<file path="src/rtl/upsampler_pkg.sv">
// Shared types and constants for the zero-insert upsampler.
package upsampler_pkg;

    localparam int          COORD_W       = 16;
    localparam logic [15:0] FP16_POS_ZERO = 16'h0000;

    typedef enum logic [1:0] {
        EVEN_PIX  = 2'd0,
        EVEN_ZERO = 2'd1,
        ODD_ROW   = 2'd2
    } zi_state_t;

endpackage

</file>
<file path="src/rtl/upsample_coord_counter.sv">
// Output-raster coordinate counter: col steps on every emitted beat, rolls
// into row at the last column, and the whole frame wraps back to (0,0).
module upsample_coord_counter
    import upsampler_pkg::*;
#(
    parameter int OUT_W = 640,
    parameter int OUT_H = 480
) (
    input  logic               clk_i,
    input  logic               rst_i,
    input  logic               adv_i,
    output logic [COORD_W-1:0] col_o,
    output logic [COORD_W-1:0] row_o,
    output logic               last_col_o
);

    localparam logic [COORD_W-1:0] COL_MAX = COORD_W'(OUT_W - 1);
    localparam logic [COORD_W-1:0] ROW_MAX = COORD_W'(OUT_H - 1);

    logic [COORD_W-1:0] col_q, col_d;
    logic [COORD_W-1:0] row_q, row_d;
    logic               last_col;
    logic               last_row;
    logic               wrap;

    assign last_col = (col_q == COL_MAX);
    assign last_row = (row_q == ROW_MAX);
    assign wrap     = last_col && last_row;

    // Next coordinate: column increments, end of line bumps row, end of frame wraps.
    always_comb begin
        col_d = col_q;
        row_d = row_q;
        if (adv_i) begin
            if (last_col) begin
                col_d = '0;
                row_d = wrap ? '0 : row_q + 1'b1;
            end else begin
                col_d = col_q + 1'b1;
            end
        end
    end

    // Coordinate registers.
    always_ff @(posedge clk_i or negedge rst_i) begin
        if (!rst_i) begin
            col_q <= '0;
            row_q <= '0;
        end else begin
            col_q <= col_d;
            row_q <= row_d;
        end
    end

    assign col_o      = col_q;
    assign row_o      = row_q;
    assign last_col_o = last_col;

endmodule

</file>
<file path="src/rtl/zero_insert_upsampler_fp16.sv">
// 2x zero-insertion upsampler for fp16 raster streams. Input pixels land on
// even (col,row); every other output position carries +0.0. Pixel bits pass
// through untouched.
// Optional build macro ZERO_INSERT_FRAME_FLAGS_EN adds sof_o / eol_o.
//
// state     | meaning
// EVEN_PIX  | even row, even col: waiting for an input pixel
// EVEN_ZERO | even row, odd col: emitting the inserted zero
// ODD_ROW   | odd row: emitting a full line of zeros
module zero_insert_upsampler_fp16
    import upsampler_pkg::*;
#(
    parameter int EXP_WIDTH    = 5,
    parameter int FRAC_WIDTH   = 10,
    parameter int IN_WIDTH     = 320,
    parameter int IN_HEIGHT    = 240,
    localparam int FP_WIDTH_REG = 1 + EXP_WIDTH + FRAC_WIDTH
) (
    input  logic                    clk_i,
    input  logic                    rst_i,
    input  logic [FP_WIDTH_REG-1:0] data_i,
    input  logic                    valid_i,
    output logic                    ready_o,
    output logic [FP_WIDTH_REG-1:0] data_o,
    output logic [COORD_W-1:0]      col_o,
    output logic [COORD_W-1:0]      row_o,
`ifdef ZERO_INSERT_FRAME_FLAGS_EN
    output logic                    sof_o,
    output logic                    eol_o,
`endif
    output logic                    valid_o,
    input  logic                    ready_i
);

    localparam logic [FP_WIDTH_REG-1:0] ZERO_WORD = FP_WIDTH_REG'(FP16_POS_ZERO);

    zi_state_t                state_q, state_d;
    logic [FP_WIDTH_REG-1:0]  data_q;
    logic [COORD_W-1:0]       col_out_q, row_out_q;
    logic                     valid_q;
    logic                     advance;
    logic                     emit;
    logic                     load_pix;
    logic                     ready_c;
    logic [COORD_W-1:0]       cnt_col, cnt_row;
    logic                     last_col;

    assign advance = !valid_q || ready_i;

    upsample_coord_counter #(
        .OUT_W (2 * IN_WIDTH),
        .OUT_H (2 * IN_HEIGHT)
    ) u_coord (
        .clk_i      (clk_i),
        .rst_i      (rst_i),
        .adv_i      (emit),
        .col_o      (cnt_col),
        .row_o      (cnt_row),
        .last_col_o (last_col)
    );

    // Next-state and beat generation; a beat is emitted whenever the output stage advances
    // and has something to carry (zeros always, pixels only when one is offered).
    always_comb begin
        state_d  = state_q;
        emit     = 1'b0;
        load_pix = 1'b0;
        ready_c  = 1'b0;
        case (state_q)
            EVEN_PIX: begin
                ready_c = advance;
                if (advance && valid_i) begin
                    emit     = 1'b1;
                    load_pix = 1'b1;
                    state_d  = EVEN_ZERO;
                end
            end
            EVEN_ZERO: begin
                if (advance) begin
                    emit    = 1'b1;
                    state_d = last_col ? ODD_ROW : EVEN_PIX;
                end
            end
            ODD_ROW: begin
                if (advance) begin
                    emit = 1'b1;
                    if (last_col) state_d = EVEN_PIX;
                end
            end
            default: state_d = EVEN_PIX;
        endcase
    end

    // FSM state register.
    always_ff @(posedge clk_i or negedge rst_i) begin
        if (!rst_i) state_q <= EVEN_PIX;
        else        state_q <= state_d;
    end

    // Output stage: loads on advance, holds while the downstream stalls.
    always_ff @(posedge clk_i or negedge rst_i) begin
        if (!rst_i) begin
            valid_q   <= 1'b0;
            data_q    <= '0;
            col_out_q <= '0;
            row_out_q <= '0;
        end else if (advance) begin
            valid_q <= emit;
            if (emit) begin
                data_q    <= load_pix ? data_i : ZERO_WORD;
                col_out_q <= cnt_col;
                row_out_q <= cnt_row;
            end
        end
    end

`ifdef ZERO_INSERT_FRAME_FLAGS_EN
    logic sof_q, eol_q;

    // Frame flags travel with the beat they describe.
    always_ff @(posedge clk_i or negedge rst_i) begin
        if (!rst_i) begin
            sof_q <= 1'b0;
            eol_q <= 1'b0;
        end else if (advance && emit) begin
            sof_q <= (cnt_col == '0) && (cnt_row == '0);
            eol_q <= last_col;
        end
    end

    assign sof_o = sof_q;
    assign eol_o = eol_q;
`endif

    // The asynchronous reset also blocks acceptance combinationally.
    assign ready_o = rst_i && ready_c;
    assign data_o  = data_q;
    assign col_o   = col_out_q;
    assign row_o   = row_out_q;
    assign valid_o = valid_q;

endmodule

</file>
<file path="config.mk">
export PLATFORM = sky130hd
export DESIGN_NAME = zero_insert_upsampler_fp16
export DESIGN_NICKNAME = d
export VERILOG_FILES = /design/src/rtl/upsampler_pkg.sv /design/src/rtl/upsample_coord_counter.sv /design/src/rtl/zero_insert_upsampler_fp16.sv
export SDC_FILE = /design/constraint.sdc
export NUM_CORES = 1
export LEC_CHECK = 0
export ABC_AREA = 0
export BUFFER_PORTS_ARGS = -buffer_cell sky130_fd_sc_hd__clkbuf_2
export CORE_AREA = 2 2 91 93
export CTS_CLUSTER_DIAMETER = 100
export DETAILED_ROUTE_END_ITERATION = 10
export DIE_AREA = 0 0 93 95
export GPL_ROUTABILITY_DRIVEN = 1
export HOLD_SLACK_MARGIN = 0.05
export MAX_ROUTING_LAYER = met4
export PLACE_DENSITY = 0.83
export SETUP_SLACK_MARGIN = 0.1
export SYNTH_ARGS = -nofsm -noshare
export SYNTH_HDL_FRONTEND = slang
export SYNTH_SLANG_ARGS = --single-unit
export TNS_END_PERCENT = 30
</file>
<file path="constraint.sdc">
create_clock -name clk_i -period 2.1 [get_ports clk_i]
set_input_delay 0.21 -clock clk_i [delete_from_list [all_inputs] [get_ports clk_i]]
set_output_delay 0.21 -clock clk_i [all_outputs]
set_load 0.02 [all_outputs]
</file>
## After elaboration in Yosys (flattened, before gate mapping)

Index checks and enable logic that the tools add are counted.

| storage, ports and cells | value |
|---|---|
| flip-flop bits (word level) | 83 |
| output and inout bits | 50 |
| logic and storage cells | 41 |

| operators by class | value |
|---|---|
| add/sub/neg operators | 2 |
| eq/ne operators | 8 |
| muxes and demuxes | 14 |
| reduce and logical (&&, ||, !) cells | 10 |

Operators with widths:

| kind | number |
|---|---|
| 16-bit 2-to-1 mux | 3 |
| 16-bit by 1-bit adder with 16-bit output (second input constant) | 2 |
| 16-bit by 10-bit equality test with 1-bit output (second input constant) | 1 |
| 16-bit by 9-bit equality test with 1-bit output (second input constant) | 1 |
| 2-bit 2-to-1 mux | 5 |
| 2-bit inequality test (second input constant) | 4 |
| 2-bit case mux with 3 select lines | 1 |
| 1-bit 2-to-1 mux | 4 |
| 2-bit AND reduction | 2 |
| 4-bit AND reduction | 1 |
| 1-bit logical AND | 3 |
| 2-bit by 1-bit equality test with 1-bit output (second input constant) | 1 |
| 2-bit equality test (second input constant) | 1 |
| 2-bit logical NOT | 1 |
| 1-bit case mux with 2 select lines | 1 |
| 2-bit OR reduction | 1 |
| 1-bit logical NOT | 1 |
| 1-bit logical OR | 1 |

## Logic depth before layout (Yosys ltp)

| logic depth | value |
|---|---|
| depth in word-level cells | 6 |
| gate-level depth with buffers | 9 |

## Cells and area by module

From an unflattened synthesis, not the netlist that was laid out.

| second synthesis, totals | value |
|---|---|
| cell total of the unflattened synthesis | 389 |
| area, all modules | 3786.1 µm² |

Modules (own cells, without submodules):

| module | instances | cells each | area an instance (µm²) |
|---|---|---|---|
| zero_insert_upsampler_fp16 | 1 | 231 | 2100.8 |
| upsample_coord_counter | 1 | 158 | 1685.4 |

## Worst setup path after synthesis

Ideal clock, no wire load.

| path | value |
|---|---|
| path type | reg2reg |
| from | reg state_q[0] |
| to | reg u_coord.col_q[9], in the netlist u_coord.col_o[9] |
| library setup time | 0.077 ns |
| arrival time | 2.027 ns |
| path slack | -0.005 ns |
| cell stages (with the launch flop) | 8 |
| path buffers | 1 |
| clock period less this slack | 2.105 ns |
| cell sequence | dfrtp_1 inv_1 ha_1 a21oi_2 or4b_4 buf_6 or4_1 a21oi_1 |

| on the way | value |
|---|---|
| longest elaborated chain between the ends | 3 |
| elaborated cells between the ends (all ways) | 5 |
| classes of those cells | eq/ne (2); mux (1); reduce/logical (2) |

Ends and longest elaborated chain:

| element | line | text |
|---|---|---|
| start: declaration | zero_insert_upsampler_fp16.sv:37 | `zi_state_t state_q, state_d;` |
| start signal: assignment | zero_insert_upsampler_fp16.sv:97 | `else state_q <= state_d;` |
| 2-bit equality test or 2-bit by 1-bit equality test with 1-bit output (tied branches) | zero_insert_upsampler_fp16.sv:69 | `case (state_q)` |
| 2-bit OR reduction (no source line) | - |  |
| 1-bit case mux with 2 select lines * | zero_insert_upsampler_fp16.sv:69 |  |
| end signal: assignment | upsample_coord_counter.sv:50 | `col_q <= col_d;` |
| end: declaration | upsample_coord_counter.sv:20 | `logic [COORD_W-1:0] col_q, col_d;` |

Every way passes the cells marked *; elsewhere a longest branch is shown, timed or not.
A chain may end at the register's enable or synchronous reset.

## Worst setup path after layout

| path | value |
|---|---|
| from | reg state_q[0] |
| to | reg u_coord.col_q[5], in the netlist u_coord.col_o[5] |

Same word-level chain as after synthesis.

==> flow_summary.yaml <==
timing:
  post-route-period-util_pct: 96.3
  setup_slack_ns: 0.0773
  slew_viol_final: 0
  finalCriticalPeriod_ns: 2.02
  finalSetupViolations: 0
  finClkSkew_ns: 0.00975
  rsz0062_at_grt: "yes"
  tightest_slew_ns: 0.500
  max_slew_margin_pct: 66.5
  hold_viol: 0
  fmax_mhz: 494
yosys:
  synthCells: 383
  synthMuxAreaShare_pct: 1.36
  synth-compound-area-share_pct: 10.6
  synth-xor-area-share_pct: 3.01
  yosys.area_share.simple_pct: 23.7
  syn_nets: 410
  netlist_area_um2: 3780
  synth_top_family_by_area: "simple AND/OR/NAND/NOR gates"
  synthDistinctLibCells: 44
  synth.avg_cell_area_um2: 9.88
  synth_seq_cells: 83
  synth_warnings: 0
  ys_seq_area_share_pct: 54.9
  synth_adder_area_share_pct: 2.31
power_and_ir_drop:
  leakage_uw: 0.00235
  seqPwrFrac_pct: 50.6
  power_density_nw_per_um2: 769
  p_int_uw: 2570
  clockPowerShare_pct: 34.9
  p_sw_share_pct: 29.2
  combPwrFrac_pct: 14.5
  vdd_drop_max_mv: 0.433
  power.switching_uw: 1060
global_routing:
  grt_pass1_wl_mm: 14.4
  grt_antenna_before_repair: 0
  gr-total-overflow: 0
  grt_max_degree: 84
  grt_pass1_vias: 3115
  grt_usage_pct: 21.2
setup_path:
  critPathLaunch: "state_q[0]$_DFFE_PN0P_"
  path_class: "flip-flop to flip-flop"
  crit_fanout: 5
  reg2reg_from: "state_q[0]$_DFFE_PN0P_"
  r2r-end: "u_coord.col_o[5]$_DFFE_PN0N_"
  end_kind: "flip-flop"
  crit_chain: "inv_2 > ha_4 > a21oi_2 > or4b_4 > buf_4 > o31ai_1 > a21oi_2"
  rr_worst_depth: 7
  cp_slowest_stage_delay_ns: 0.59
  critical_path.endpoint: "u_coord.col_o[5]$_DFFE_PN0N_"
  rrSetupSlack_ns: 0.08
  worstPathArrival_ns: 2.25
  cp_common_cell: "a21oi_2"
  startpoint_type: "flip-flop"
  crit_slowest_cell: "or4b_4"
  required_ns: 2.33
place:
  gp_congestion: 0.939
  dp_hpwl_mm: 5.85
  placed_cell_area_um2: 4370
  io_buffers: 69
  preCtsSetupSlack_ns: -0.0649
floorplanning:
  start_util_pct: 47.7
  die_x_um: 93
  dieArea_um2: 8840
  num_rows: 33
  io-pin-count: 70
  die_h_um: 95
  coreArea_um2: 7930
cts:
  cts_max_level: 3
  clk_pin_slew_worst_paths_ns: 0.08
  cts_tree: "built"
  ctsRootBufferMaster: "clkbuf_8"
  worstSkewPairLatency_ns: 0.36
  cts_made_buffers: 9
  cts.sinks: 83
  cts_max_path_buffers: 2
min_path:
  hp-class: "primary input to flip-flop"
layout:
  final_common_cell: "nand2_1"
  fillers: 703
  mostFrequentLayoutCells: "nand2_1 (96), dfrtp_1 (83), clkbuf_2 (68), buf_4 (26), o21ai_0 (21)"
  syn2layout_area_growth_pct: 24.5
  stdcell_area_um2: 4710
  diodes: 0
  fin_nets: 499
  drive_above_1_share_pct: 29.2
detailed_routing:
  post_drt_wl_per_cell_um: 14.9
  avgViaCountPerCell: 5.51
  drtIter0Drc: 232
  routed_wl_mm: 8.63
  dr.pass1.iters: 5
  drcViolationCount: 0
  ant_nets: 0
  routed-via-count: 3202
job:
  drv_cap: 0
run_status:
  status: "finished clean"
timing repair:
| item | in CTS | in global routing |
|---|---|---|
| buffers inserted | 4 | 1 |
| gates resized for setup | 6 | 7 |
| hold buffers | 1 | 0 |
| pin swaps | 2 | 4 |
| hold endpoints to repair | 83 | 0 |
| cloned | 1 | 0 |
| endpoints found under the setup margin | 30 | 22 |
power by group through the flow:
stage	sequential (µW)	clock, µW	combinational [µW]
floorplan	1920	0	234
global placement	1860	0	476
detailed placement	1860	0	492
CTS	1830	1290	523
global route	1850	1340	582
finish	1830	1270	524
Yosys cell counts (all sizes together):
library cell,instances,area share [%]
nand4,17,3.0
o21ai,21,2.8
mux2i,4,1.1
a21o,2,0.40
inv,14,1.4
nor2,8,0.79
nand2,96,9.5
and4bb,1,0.33
or4b,1,0.36
nor3b,2,0.40
xor2,9,2.1
mux2,1,0.30
clkbuf,13,1.3
o31ai,3,0.59
nand3,13,1.7
and4,4,0.96
dlygate4sd1,1,0.23
nor3,8,1.1
nor4bb,1,0.26
buf,6,1.2
or3,6,1.1
a22o,17,3.9
xnor2,4,0.93
nor2b,1,0.17
a21oi,7,1.0
nor4,15,2.5
or2,3,0.50
and3,1,0.20
dfrtp,83,55
a2bb2oi,1,0.23
a211o,1,0.23
a211oi,6,1.2
ha,7,2.3
or4,4,0.79
a221oi,1,0.23
nand2b,1,0.17
area by class of cell:
type                       count  area, µm²  area share, %
clock buffer                   9        124           2.63
multi-input combinational    267       1650           35.1
sequential                    83       2080           44.1
clock inverter                 6       90.1           1.91
inverter                      14       52.6           1.12
timing repair buffer          97        586           12.4
tap                          105        131           2.79
state kept, by name, summed over array words and instances, names as in the netlist:
signal,cells
col_o,16
data_o,16
row_o,16
state_q,2
u_coord.col_o,16
u_coord.row_o,16
valid_o,1
layer usage:
metal	up-vias	GRT usage, %	part of all wire (%)
met5	-	-	0
met4	0	8.09	1.5
met3	15	3.19	5.0
met2	119	35.3	50
met1	1543	26.3	44
li1	1525	-	-
worst max-delay path, delay by kind of cell (launching register included):
kind                     cells  cell delay, ns
flip-flops                   1            0.38
buffers and inverters        2            0.22
AND/OR/NAND/NOR              1            0.59
adder cells (fa/ha/maj)      1            0.26
AO/OA/AOI/OAI                3            0.43
worst min path at each step:
stage,end,cells past startpoint,from
floorplan,col_o[0]$_DFFE_PN0P_,0,rst_i
global placement,col_o[11]$_DFFE_PN0P_,2,rst_i
detailed placement,col_o[14]$_DFFE_PN0P_,2,rst_i
CTS,data_o[6]$_DFFE_PN0P_,2,data_i[6]
global route,data_o[8]$_DFFE_PN0P_,2,data_i[8]
finish,data_o[15]$_DFFE_PN0P_,2,data_i[15]
logic make-up after synthesis:
family	after synthesis
AOI/OAI and AO/OA	59
xor gates and xnor gates	13
buffers and inverters	34
and+or+nand+nor	182
muxes	5
adders and majority gates	7
DFF	83
metrics by stage:
step | total power (µW) | hold WS [ns] | cells | util [%] | setup TNS (ns)
after detailed placement | 2350 | 0.322 | 559 | 55.2 | -0.160
after global routing | 3780 | 0.0620 | 581 | 59.4 | 0
final | 3620 | 0.0563 | 581 | 59.4 | 0
after global placement | 2330 | 0.314 | 559 | 55.2 | 0
after CTS | 3640 | 0.0521 | 580 | 58.9 | 0
after floorplan | 2150 | -0.0856 | 383 | - | 0
Note: power is estimated with default switching activity, not from simulation.
